--- src/rtl/seq_pkg.sv ---
// Shared types and defaults for the serial sequence detector.
package seq_pkg;
   typedef enum logic [1:0] {EMPTY, FILLING, ARMED} state_t;

   localparam int          DEF_PATTERN_W = 4;
   localparam logic [3:0]  DEF_PATTERN   = 4'b1011;
   localparam int          DEF_CNT_W     = 8;
endpackage

--- src/rtl/serial_seq_detector_if.sv ---
// Stream/result bundle between the bit source and the sequence detector.
interface serial_seq_detector_if #(parameter int CNT_W = 8);
   logic             clear;
   logic             din;
   logic             din_valid;
   logic             overlap;
   logic             match;
   logic [CNT_W-1:0] match_count;
   logic             armed;

   modport master (output clear, din, din_valid, overlap,
                   input  match, match_count, armed);
   modport slave  (input  clear, din, din_valid, overlap,
                   output match, match_count, armed);
endinterface

--- src/rtl/sat_counter.sv ---
// Saturating up-counter with synchronous clear and sync active-low reset.
module sat_counter #(
   parameter int CNT_W = 8
) (
   input  logic             clk,
   input  logic             rst,
   input  logic             clr,
   input  logic             inc,
   output logic [CNT_W-1:0] cnt
);
   always_ff @(posedge clk) begin
      if (!rst)
         cnt <= '0;
      else if (clr)
         cnt <= '0;
      else if (inc && (cnt != {CNT_W{1'b1}}))
         cnt <= cnt + CNT_W'(1);
   end
endmodule

--- src/rtl/serial_seq_detector.sv ---
// Serial pattern detector: shift window, fill tracking, match pulse and
// saturating match count.
module serial_seq_detector
   import seq_pkg::*;
#(
   parameter int                   PATTERN_W = DEF_PATTERN_W,
   parameter logic [PATTERN_W-1:0] PATTERN   = PATTERN_W'(DEF_PATTERN),
   parameter int                   CNT_W     = DEF_CNT_W
) (
   input  logic                 clk,
   input  logic                 rst,
   serial_seq_detector_if.slave bus
);
   localparam int              FW   = $clog2(PATTERN_W + 1);
   localparam logic [FW-1:0]   FULL = FW'(PATTERN_W);

   logic [PATTERN_W-1:0] shreg, shreg_n;
   logic [FW-1:0]        fill, fill_n;
   state_t               state, state_n;
   logic                 match_q;
   logic                 ovl_q;
   logic                 flush;
   logic                 detect;
   logic                 armed;
   logic [CNT_W-1:0]     cnt_q;

   // A non-overlapping match is flushed on the cycle the pulse is visible;
   // a bit sampled in that same cycle becomes the first fresh bit.
   always_comb begin
      flush   = match_q && !ovl_q;
      shreg_n = shreg;
      fill_n  = fill;
      if (flush) begin
         shreg_n = '0;
         fill_n  = '0;
         if (bus.din_valid) begin
            shreg_n = {{(PATTERN_W-1){1'b0}}, bus.din};
            fill_n  = FW'(1);
         end
      end else if (bus.din_valid) begin
         shreg_n = {shreg[PATTERN_W-2:0], bus.din};
         fill_n  = (fill == FULL) ? fill : fill + FW'(1);
      end
      detect = bus.din_valid && !flush && (shreg_n == PATTERN) && (fill_n == FULL);
   end

   always_ff @(posedge clk) begin
      if (!rst)
         state <= EMPTY;
      else if (bus.clear)
         state <= EMPTY;
      else
         state <= state_n;
   end

   always_comb begin
      state_n = state;
      case (state)
         EMPTY:
            if (bus.din_valid)
               state_n = (fill_n == FULL) ? ARMED : FILLING;
         FILLING:
            if (bus.din_valid && (fill_n == FULL))
               state_n = ARMED;
         ARMED:
            if (flush)
               state_n = bus.din_valid ? FILLING : EMPTY;
         default:
            state_n = EMPTY;
      endcase
   end

   always_comb begin
      armed = (state == ARMED);
   end

   always_ff @(posedge clk) begin
      if (!rst) begin
         shreg   <= '0;
         fill    <= '0;
         match_q <= 1'b0;
         ovl_q   <= 1'b0;
      end else if (bus.clear) begin
         shreg   <= '0;
         fill    <= '0;
         match_q <= 1'b0;
         ovl_q   <= 1'b0;
      end else begin
         shreg   <= shreg_n;
         fill    <= fill_n;
         match_q <= detect;
         if (bus.din_valid)
            ovl_q <= bus.overlap;
      end
   end

   sat_counter #(.CNT_W(CNT_W)) u_cnt (
      .clk (clk),
      .rst (rst),
      .clr (bus.clear),
      .inc (detect),
      .cnt (cnt_q)
   );

   assign bus.match       = match_q;
   assign bus.match_count = cnt_q;
   assign bus.armed       = armed;
endmodule
--- src/flat_wrapper.sv ---
// flat-port wrapper written by rule: the top's interface ports become plain ports
module serial_seq_detector_flat import seq_pkg::*;
#(
   parameter int                   PATTERN_W = DEF_PATTERN_W,
   parameter logic [PATTERN_W-1:0] PATTERN   = PATTERN_W'(DEF_PATTERN),
   parameter int                   CNT_W     = DEF_CNT_W
)
  (clk, rst, bus_clear, bus_din, bus_din_valid, bus_overlap, bus_match, bus_match_count, bus_armed);
  serial_seq_detector_if #(.CNT_W(CNT_W)) bus_i ();
  input  logic clk;
  input  logic rst;
  input wire logic [$bits(bus_i.clear)-1:0] bus_clear;
  input wire logic [$bits(bus_i.din)-1:0] bus_din;
  input wire logic [$bits(bus_i.din_valid)-1:0] bus_din_valid;
  input wire logic [$bits(bus_i.overlap)-1:0] bus_overlap;
  output wire logic [$bits(bus_i.match)-1:0] bus_match;
  output wire logic [$bits(bus_i.match_count)-1:0] bus_match_count;
  output wire logic [$bits(bus_i.armed)-1:0] bus_armed;
  assign bus_i.clear = bus_clear;
  assign bus_i.din = bus_din;
  assign bus_i.din_valid = bus_din_valid;
  assign bus_i.overlap = bus_overlap;
  assign bus_match = bus_i.match;
  assign bus_match_count = bus_i.match_count;
  assign bus_armed = bus_i.armed;
  serial_seq_detector #(.PATTERN_W(PATTERN_W), .PATTERN(PATTERN), .CNT_W(CNT_W)) u_core (.clk(clk), .rst(rst), .bus(bus_i));
endmodule
--- config.mk ---
export PLATFORM = sky130hd
export DESIGN_NAME = serial_seq_detector_flat
export DESIGN_NICKNAME = d
export VERILOG_FILES = /design/src/rtl/seq_pkg.sv /design/src/rtl/serial_seq_detector_if.sv /design/src/rtl/sat_counter.sv /design/src/rtl/serial_seq_detector.sv /design/src/flat_wrapper.sv
export SDC_FILE = /design/constraint.sdc
export NUM_CORES = 1
export LEC_CHECK = 0
export CAP_MARGIN = 10
export CORE_ASPECT_RATIO = 1.25
export CORE_MARGIN = 3
export CORE_UTILIZATION = 47
export DETAILED_ROUTE_END_ITERATION = 10
export PLACE_DENSITY_LB_ADDON = 0.15
export RECOVER_POWER = 50
export SYNTH_ARGS = -nofsm -noshare
export SYNTH_HDL_FRONTEND = slang
export SYNTH_HIERARCHICAL = 1
export SYNTH_SLANG_ARGS = --single-unit
--- constraint.sdc ---
create_clock -name clk -period 3.1 [get_ports clk]
set_input_delay 0.775 -clock clk [delete_from_list [all_inputs] [get_ports clk]]
set_output_delay 0.775 -clock clk [all_outputs]
set_load 0.005 [all_outputs]
==> impl_metrics.tcl, run 1 <==
set metrics [dict create \
    core_sq_mm 0.001787 \
    antennaDiodeCount 0 \
    worstPathArrival_ns 2.68 \
    path_depth 7 \
    grt_usage 0.1714 \
    die_w_microns 45.24 \
    cts_buffers 3 \
    synth_area_leaders "dfxtp_1, mux2i_1, a21oi_1" \
    ctsResizeCount 0 \
    synthFlopType "dfxtp_1" \
    grt_max_degree 12 \
    drive_gt1_frac 0.06780 \
    timing.rr.start "u_core/fill[0]$_SDFF_PP0_" \
    synthArstFlopShare 0 \
    antenna_found_initial 0 \
    ant_nets 0 \
    first_pass_iters 4 \
    skew_ns 0.003073 \
    worst_pin_slew_ns 0.5489 \
    wl_per_cell_microns 12.96 \
    syn_to_final_growth_pct 21.72 \
    hold_viol 0 \
    synth.top_cell.area_share 0.3983 \
    period_share 0.7957 \
    rows 17 \
    hp-start "u_core/shreg[2]$_SDFF_PP0_" \
    path_buf_inv 1 \
    max_stage_delay_ns 0.54 \
    relSlewSlack 0.6340 \
    power_frac_comb 0.073 \
    period_needed_ns 2.467 \
    io_pins 16 \
    cts_root_buf "clkbuf_4" \
    powerDensity_mw_per_mm2 336.6 \
    whs_endpoint "u_core/shreg[2]$_SDFF_PP0_" \
    power.leakage_uw 0.0004178 \
    rsz0062_at_grt "no" \
    grt_pass1_vias 744 \
    crit_slowest_cell "dlygate4sd3_1" \
    reg2reg_to "u_core/u_cnt/cnt[5]$_SDFFE_PP0P_" \
    gp_congestion 0.7785 \
    via_per_inst 5.613 \
    most-common-layout-cells "dfxtp_1, clkdlybuf4s50_1, a21oi_1" \
    path_cells "dlygate4sd3_1, nand2b_1, a311o_1, nor2_1, nand4_1, a211oi_2, mux2i_1" \
    end_kind "flop" \
    crit_type "primary input to flop" \
    drv_slew 0 \
    cts_tree "yes" \
    yosys_warnings 6 \
    cts_buffer_depth 2 \
    grt_pass1_wl_microns 3139 \
    critical-path-top-delay-family "compound AO/OA/AOI/OAI gates" \
    htree_levels 1 \
    start_util 0.5063 \
    synth_nets 109 \
    cts_setup_buffers 0 \
    synthCells 100 \
    fmaxAchievable_mhz 405.4 \
    startpoint_type "primary input" \
    die_y_microns 55.05 \
    fin_tns_setup_ns 0 \
    p_sw_uw 78.41 \
    syn_area_sq_um 904.6 \
    setup_viol 0 \
    worst_ep_required_time_ns 3.31 \
    final_area_sq_mm 0.001101 \
    synth.distinct_cells 29 \
    peakVddDrop_v 0.0001949 \
    post-route-drc-count 0 \
    p_seq_frac 0.636 \
    place_hpwl_microns 1350 \
    rrSetupSlack_ns 0.68 \
    reg2regPathDepth 8 \
    synth-seq-cells 18 \
    fin_total_pwr_uw 370.7 \
    nNetsFinal 129 \
    portBuffers 15 \
    cts_sinks 18 \
    seq_area_frac_synth 0.3983 \
    path_max_fanout 6 \
    fillers 174 \
    power_frac_clock 0.291 \
    avgSynthCellArea_sq_um 9.046 \
    vias 769 \
    synth_top_cell_by_area "dfxtp_1" \
    worstHoldPathCells 2 \
    drv_cap 0 \
    status "finished, final reports clean" \
    grt_remaining_overflow 0 \
    ctsHoldBuffers 0 \
    die-area_sq_mm 0.002490 \
    cellInternalPower_uw 292.3 \
    hold_path.class "flop to flop" \
    synth-edff-count 0 \
    routed_wl_microns 1776 \
    cts.reportedPaths.clkPinSlew_ns 0.09 \
    drt_iter0_markers 9 \
    final_common_cell "dfxtp_1" \
    post_dp_cell_area_sq_mm 0.001082 \
    switching_share 0.2115 \
    hold_ws_ns 0.4886 \
    clock_insertion_delay_worst_skew_ns 0.28 \
]
==> final cells by class <==
cell class / count / area, sq um / area share
sequential: 18 / 360.3 / 0.3273
inverter: 2 / 7.507 / 0.006818
multi-input combinational: 79 / 533.0 / 0.4841
tap: 19 / 23.77 / 0.02159
clock buffer: 3 / 22.52 / 0.02045
timing repair buffer: 16 / 153.9 / 0.1398
==> sequential cells by signal, summed over array words and instances, names as in the netlist <==
name              flops
u_core/u_cnt/cnt      8
u_core/fill           3
u_core/shreg          3
u_core/state          2
u_core/bus.match      1
u_core/ovl_q          1
==> synthesized netlist by cell type, types with 2 or more instances <==
master / number
inv_1: 2
nand4_1: 2
and4_1: 4
nor2b_1: 7
a21oi_1: 9
o21ai_0: 4
nand3_1: 2
mux2i_1: 7
dfxtp_1: 18
a31oi_1: 2
nand2_1: 8
nor3_1: 4
nor2_1: 7
ha_1: 3
nand2b_1: 7
==> power groups by stage <==
stage	registers, uW	logic (uW)	clock network [uW]
floorplan	241	16.1	0
global placement	241	27.6	0
detailed placement	241	28.4	0
CTS	236	28.4	116
global route	236	30.9	128
finish	236	27.1	108
==> cells by family (layout without fill, tap and decap cells) <==
family                   count (synthesis)  after routing  share of synthesized area
adder cells (fa/ha/maj)                  3              3                    0.04150
multiplexers                             7              7                    0.07746
AO/OA/AOI/OAI                           22             22                     0.1674
flip-flops                              18             18                     0.3983
AND/OR/NAND/NOR                         47             47                     0.3029
buffers and inverters                    3             21                    0.01245
==> worst max path at each step <==
stage | startpoint | slack [ns] | endpoint
floorplan | u_core/fill[0]$_SDFF_PP0_ | 0.91 | u_core/u_cnt/cnt[5]$_SDFFE_PP0P_
global placement | bus_din_valid | 0.50 | u_core/u_cnt/cnt[7]$_SDFFE_PP0P_
global route | u_core/fill[0]$_SDFF_PP0_ | 0.51 | u_core/u_cnt/cnt[7]$_SDFFE_PP0P_
finish | bus_din_valid | 0.63 | u_core/u_cnt/cnt[5]$_SDFFE_PP0P_
detailed placement | bus_din_valid | 0.41 | u_core/u_cnt/cnt[5]$_SDFFE_PP0P_
CTS | u_core/fill[0]$_SDFF_PP0_ | 0.67 | u_core/u_cnt/cnt[5]$_SDFFE_PP0P_
==> metrics by stage <==
stage / setup WS (ns) / util / std cells
global route: 0.5051 / 0.6162 / 137
global placement: 0.4995 / 0.6057 / 134
detailed placement: 0.4081 / 0.6057 / 134
CTS: 0.6680 / 0.6183 / 137
floorplan: 0.9145 / - / 100
finish: 0.6334 / 0.6162 / 137
==> routing by layer <==
metal	wire length (microns)	GRT usage
met1	779	0.1922
met2	916	0.3113
met3	64	0.02913
met4	16	0.07805
met5	0	0
==> worst reg2reg max path, cell delays in order (launching register included) <==
cell	delay, ns
dfxtp_1	0.38
inv_1	0.07
ha_1	0.23
or3b_1	0.37
a311o_1	0.38
nor2_1	0.29
nand4_1	0.18
a211oi_2	0.25
mux2i_1	0.20
Power figures use the tool's default switching activity.
==> inputs of run 2 (changes only) <==
- clock period: 3.1 -> 2.5 ns (I/O delays scaled with it)
==> run 2 against run 1 <==
Net effect: via count rose by 2.2%; setup slack worse by 0.43 ns; hold slack better by 0.0046 ns; routed wire length grew 4.7%; global-route usage is 0.84 points higher; sequential power is 24% higher; critical path depth rose by 1; count of clock-buffer cells in the layout unchanged; clock skew is 0.00086 ns lower; clock power is 28% higher; total power up 25%; utilization up 0.63 points; critical path type is now flop to flop; critical endpoint is now u_core/u_cnt/cnt[7]$_SDFFE_PP0P_; highest routed layer unchanged.
==> impl_metrics.tcl, run 2 (synthesized netlist as in run 1, its figures left out) <==
set metrics [dict create \
    status "finished, final reports clean" \
    largest_register "u_core/u_cnt/cnt" \
    cts.reportedPaths.clkPinSlew_ns 0.10 \
    ant_nets 0 \
    path_max_fanout 4 \
    htree_levels 1 \
    fillers 171 \
    reg2regPathDepth 8 \
    powerDensity_mw_per_mm2 417.8 \
    antenna_found_initial 0 \
    nNetsFinal 131 \
    worst_pin_slew_ns 0.5444 \
    cts_setup_buffers 0 \
    crit_slowest_cell "dfxtp_1" \
    rows 17 \
    drv_slew 0 \
    max_stage_delay_ns 0.41 \
    worstPathArrival_ns 2.49 \
    place_hpwl_microns 1407 \
    end_kind "flop" \
    skew_ns 0.002215 \
    syn_to_final_growth_pct 22.96 \
    cts_buffers 3 \
    drt_iter0_markers 13 \
    cts_tree "yes" \
    largest_register_ffs 8 \
    ctsHoldBuffers 0 \
    setup_viol 0 \
    start_util 0.5063 \
    hp-start "u_core/state[1]$_SDFFE_PP0P_" \
    die_y_microns 55.05 \
    rsz0062_at_grt "no" \
    final_common_cell "dfxtp_1" \
    timing.rr.start "u_core/fill[0]$_SDFF_PP0_" \
    cts_root_buf "clkbuf_4" \
    core_sq_mm 0.001787 \
    gp_congestion 0.7946 \
    grt_pass1_wl_microns 3291 \
    crit_type "flop to flop" \
    fin_tns_setup_ns 0 \
    clock_insertion_delay_worst_skew_ns 0.28 \
    drv_cap 0 \
    period_needed_ns 2.297 \
    antennaDiodeCount 0 \
    cts_buffer_depth 2 \
    most-common-layout-cells "dfxtp_1, a21oi_1, clkdlybuf4s50_1, nand2_1" \
    grt_pass1_vias 757 \
    post-route-drc-count 0 \
    grt_remaining_overflow 0 \
    cts_sinks 18 \
    relSlewSlack 0.6371 \
    hold_path.class "flop to flop" \
    grt_max_degree 12 \
    via_per_inst 5.655 \
    rrSetupSlack_ns 0.20 \
    first_pass_iters 4 \
    dp_slack_ns 0.1129 \
    io_pins 16 \
    reg2reg_to "u_core/u_cnt/cnt[7]$_SDFFE_PP0P_" \
    wl_per_cell_microns 13.38 \
    path_cells "inv_1, ha_1, or3b_1, a311o_1, nor2_1, and4_1, a21oi_1, a311oi_1" \
    peakVddDrop_v 0.0002574 \
    portBuffers 15 \
    worst_ep_required_time_ns 2.70 \
    hold_viol 0 \
    routed_wl_microns 1860 \
    vias 786 \
    period_share 0.9189 \
    power.leakage_uw 0.0004316 \
    grt_usage 0.1798 \
    ctsResizeCount 0 \
    die_w_microns 45.24 \
    die-area_sq_mm 0.002490 \
    reg_top3 "u_core/u_cnt/cnt x8, u_core/fill x3, u_core/shreg x3" \
    whs_endpoint "u_core/state[1]$_SDFFE_PP0P_" \
    fmaxAchievable_mhz 435.3 \
    worst_slack_ns 0.2027 \
    startpoint_type "flop" \
    drive_gt1_frac 0.07500 \
    worstHoldPathCells 1 \
]
## run 2: changes by cell type in the layout (fill, tap and decap cells not counted)
cell and delta:
buf_4 +1, clkbuf_1 +1, clkdlybuf4s50_1 -2, dlygate4sd3_1 +2
## run 2: layout make-up
cell class | instances | area (sq um) | area share
clock buffer | 3 | 22.52 | 0.02025
multi-input combinational | 79 | 533.0 | 0.4792
timing repair buffer | 18 | 165.2 | 0.1485
sequential | 18 | 360.3 | 0.3240
tap | 19 | 23.77 | 0.02137
inverter | 2 | 7.507 | 0.006749
## run 2: worst max-delay path by stage
stage                     cells after the start  slack [ns]                                to                      start
final                                         8        0.20  u_core/u_cnt/cnt[7]$_SDFFE_PP0P_  u_core/fill[0]$_SDFF_PP0_
after global routing                          8        0.05  u_core/u_cnt/cnt[5]$_SDFFE_PP0P_  u_core/fill[0]$_SDFF_PP0_
after CTS                                     8        0.21  u_core/u_cnt/cnt[7]$_SDFFE_PP0P_  u_core/fill[0]$_SDFF_PP0_
after detailed placement                      7        0.11  u_core/u_cnt/cnt[7]$_SDFFE_PP0P_              bus_din_valid
after global placement                        7        0.18  u_core/u_cnt/cnt[5]$_SDFFE_PP0P_              bus_din_valid
after floorplan                               8        0.31  u_core/u_cnt/cnt[5]$_SDFFE_PP0P_  u_core/fill[0]$_SDFF_PP0_
## run 2: metrics by stage
stage               area, sq um  power, uW  cells  hold WS (ns)    util
detailed placement         1097      334.5    136        0.4759  0.6141
CTS                        1120      476.9    139        0.4885  0.6268
global placement           1097      333.4    136        0.4611  0.6141
global route               1112      486.9    139        0.5117  0.6225
floorplan                 904.6      318.3    100        0.4447       -
finish                     1112      464.8    139        0.4932  0.6225
## run 2: per-layer routing
metal  vias up  track usage  share of wire
li1        407            -              -
met1       359       0.2091           0.43
met2        18       0.3113           0.51
met3         2      0.03560          0.047
met4         0      0.08780          0.010
met5         -            0              0
## run 2: power breakdown
part	switching (uW)	internal, uW	leakage, uW
clock	82.5	55.9	0.0000138
combinational	16.8	17.0	0.000272
sequential	2.83	290	0.000145
total	102	363	0.000432
## run 2: worst max-delay path, delay by kind of cell, from the launching register on
kind,cells,cell delay [ns]
DFF,1,0.41
buffers and inverters,1,0.08
and+or+nand+nor,3,0.85
adders and majority gates,1,0.24
AOI/OAI and AO/OA,3,0.65
==> inputs of run 3 (changes only) <==
- ABC_AREA: not set -> 1
- RECOVER_POWER: 50 -> not set
==> run 3 against run 2 <==
Net effect: non-clock buffer count rose by 2; clock power grew 13%; total power rose by 14%; sequential power up 6%.
==> impl_metrics.tcl, run 3 <==
set metrics [dict create \
    status "finished, final reports clean" \
    crit_slowest_cell "clkdlybuf4s50_1" \
    grt_max_degree 11 \
    hp-start "u_core/ovl_q$_SDFFE_PP0P_" \
    clock_insertion_delay_worst_skew_ns 0.29 \
    seq_area_frac_synth 0.3443 \
    largest_register_ffs 8 \
    start_util 0.4997 \
    gp_congestion 0.9049 \
    syn_area_sq_mm 0.001105 \
    synth.distinct_cells 24 \
    drive_gt1_frac 0.1622 \
    antennaDiodeCount 0 \
    hold_path.class "flop to flop" \
    post_dp_cell_area_sq_mm 0.001313 \
    synthCells 163 \
    avgSynthCellArea_sq_um 6.778 \
    ctsResizeCount 0 \
    cts_root_buf "clkbuf_4" \
    end_kind "flop" \
    yosys_warnings 6 \
    portBuffers 15 \
    skew_ns 0.005292 \
    cts_setup_buffers 0 \
    first_pass_iters 4 \
    hold_viol 0 \
    rows 19 \
    synth.most_common_cell "nor2_1" \
    grt_pass1_wl_microns 3857 \
    fmaxAchievable_mhz 454.2 \
    endpoint "u_core/u_cnt/cnt[5]$_SDFFE_PP0P_" \
    relSlewSlack 0.6793 \
    worst_ep_required_time_ns 2.70 \
    wl_per_cell_microns 10.19 \
    rrSetupSlack_ns 0.53 \
    drv_cap 0 \
    crit_type "primary input to flop" \
    synthFlopType "dfxtp_1" \
    htree_levels 1 \
    startpoint_type "primary input" \
    worst_pin_slew_ns 0.4793 \
    setup_viol 0 \
    die_y_microns 60.21 \
    synth_top_cell_by_area "dfxtp_1" \
    core_sq_mm 0.002211 \
    die_w_microns 49.37 \
    reg2reg_to "u_core/u_cnt/cnt[5]$_SDFFE_PP0P_" \
    routed_wl_microns 2201 \
    grt_pass1_vias 948 \
    stdcell_count 216 \
    grt_remaining_overflow 0 \
    cts_sinks 19 \
    place_hpwl_microns 1765 \
    synth_area_leaders "dfxtp_1, nor2_1, nand2_1" \
    timing.rr.start "u_core/fill[0]$_SDFF_PP0_" \
    worst_slack_ns 0.2985 \
    cts_buffers 3 \
    most-common-layout-cells "nor2_1, nand2_1, inv_1, dfxtp_1, clkdlybuf4s50_1" \
    die-area_sq_mm 0.002972 \
    synth-edff-count 0 \
    dpl.cell_count 212 \
    rsz0062_at_grt "no" \
    grt_usage 0.1693 \
    critical-path-top-delay-family "simple AND/OR/NAND/NOR gates" \
    ant_nets 0 \
    drv_slew 0 \
    peakVddDrop_v 0.0003136 \
    cts_tree "yes" \
    critPathLaunch "bus_din_valid" \
    worstPathArrival_ns 2.40 \
    power.leakage_uw 0.0005699 \
    path_depth 15 \
    ctsHoldBuffers 0 \
    path_max_fanout 9 \
    reg_top3 "u_core/u_cnt/cnt x8, u_core/shreg x4, u_core/fill x3" \
    synth.top_cell.area_share 0.3443 \
    drt_iter0_markers 30 \
    vias 1026 \
    dp_slack_ns -0.02215 \
    post-route-drc-count 0 \
    synth-seq-cells 19 \
    antenna_found_initial 0 \
    synth_nets 172 \
    ys_top_cells_by_count "nor2_1, nand2_1, dfxtp_1, inv_1, a21oi_1" \
    final_area_sq_mm 0.001339 \
    max_stage_delay_ns 0.46 \
    powerDensity_mw_per_mm2 396.5 \
    nNetsFinal 195 \
    synthArstFlopShare 0 \
    cts_buffer_depth 2 \
    reg2regPathDepth 14 \
    period_share 0.8806 \
    syn_to_final_growth_pct 21.18 \
    io_pins 16 \
    period_needed_ns 2.201 \
    cts.reportedPaths.clkPinSlew_ns 0.11 \
    path_buf_inv 3 \
    largest_register "u_core/u_cnt/cnt" \
    final_common_cell "nor2_1" \
    path_cells "clkdlybuf4s50_1, buf_4, nand2_2, nand2_1, nand3_2, nor2_4, nand3_2, nor2_1, nand2_2, inv_1, nand2_1, nor2_1, nand3_1, nand2_1, nor2_1" \
    via_per_inst 4.750 \
]
run 3: how the worst min path moves through the flow:
stage / cells after the start / end / slack [ns]
after global routing: 2 / u_core/ovl_q$_SDFFE_PP0P_ / 0.50
after global placement: 2 / u_core/ovl_q$_SDFFE_PP0P_ / 0.46
after detailed placement: 2 / u_core/ovl_q$_SDFFE_PP0P_ / 0.47
after floorplan: 2 / u_core/ovl_q$_SDFFE_PP0P_ / 0.45
final: 2 / u_core/ovl_q$_SDFFE_PP0P_ / 0.48
after CTS: 2 / u_core/ovl_q$_SDFFE_PP0P_ / 0.48
run 3: cells by family after synthesis:
kind of cell | share of synthesized area
buffers and inverters | 0.1087
and+or+nand+nor | 0.4371
adders and majority gates | 0.03398
DFF | 0.3443
AOI/OAI and AO/OA | 0.07587
run 3: through the flow:
| stage | util | hold slack [ns] | setup TNS, ns | total power (uW) |
|---|---|---|---|---|
| global placement | 0.5937 | 0.4647 | 0 | 381.0 |
| CTS | 0.6055 | 0.4843 | 0 | 539.7 |
| global route | 0.6055 | 0.4966 | 0 | 558.9 |
| detailed placement | 0.5937 | 0.4686 | -0.02215 | 382.7 |
| finish | 0.6055 | 0.4792 | 0 | 530.8 |
| floorplan | - | 0.4519 | 0 | 364.0 |
run 3: report_power, final:
group / internal [uW] / leakage, uW / total [uW] / switching [uW]
sequential: 308 / 0.000154 / 312 / 3.72
combinational: 26.5 / 0.000401 / 63.5 / 36.9
clock: 62.1 / 0.0000150 / 156 / 93.5
total: 397 / 0.000570 / 531 / 134
run 3: area by class of cell:
| class | count | area [sq um] |
|---|---|---|
| repair buffers | 20 | 187.7 |
| flip-flops and latches | 19 | 380.4 |
| clock buffers | 4 | 26.28 |
| multi-input cells | 117 | 604.3 |
| inverters | 25 | 101.3 |
| well taps | 31 | 38.79 |
| fillers | 216 | 872.1 |
run 3: worst register-to-register path, stage by stage, from the launching register on:
cell	delay [ns]
dfxtp_1	0.41
inv_1	0.06
ha_1	0.33
nor2_4	0.14
nor2_4	0.05
nor2_4	0.12
nand3_2	0.08
nor2_1	0.17
nand2_2	0.09
inv_1	0.06
nand2_1	0.05
nor2_1	0.14
nand3_1	0.09
nand2_1	0.06
nor2_1	0.04
run 3: layer usage:
metal / global-route usage / wire [microns] / up-vias
met1: 0.1740 / 940 / 450
li1: - / - / 556
met3: 0.02494 / 82 / 4
met5: 0 / 0 / -
met2: 0.3295 / 1145 / 16
met4: 0.08943 / 33 / 0
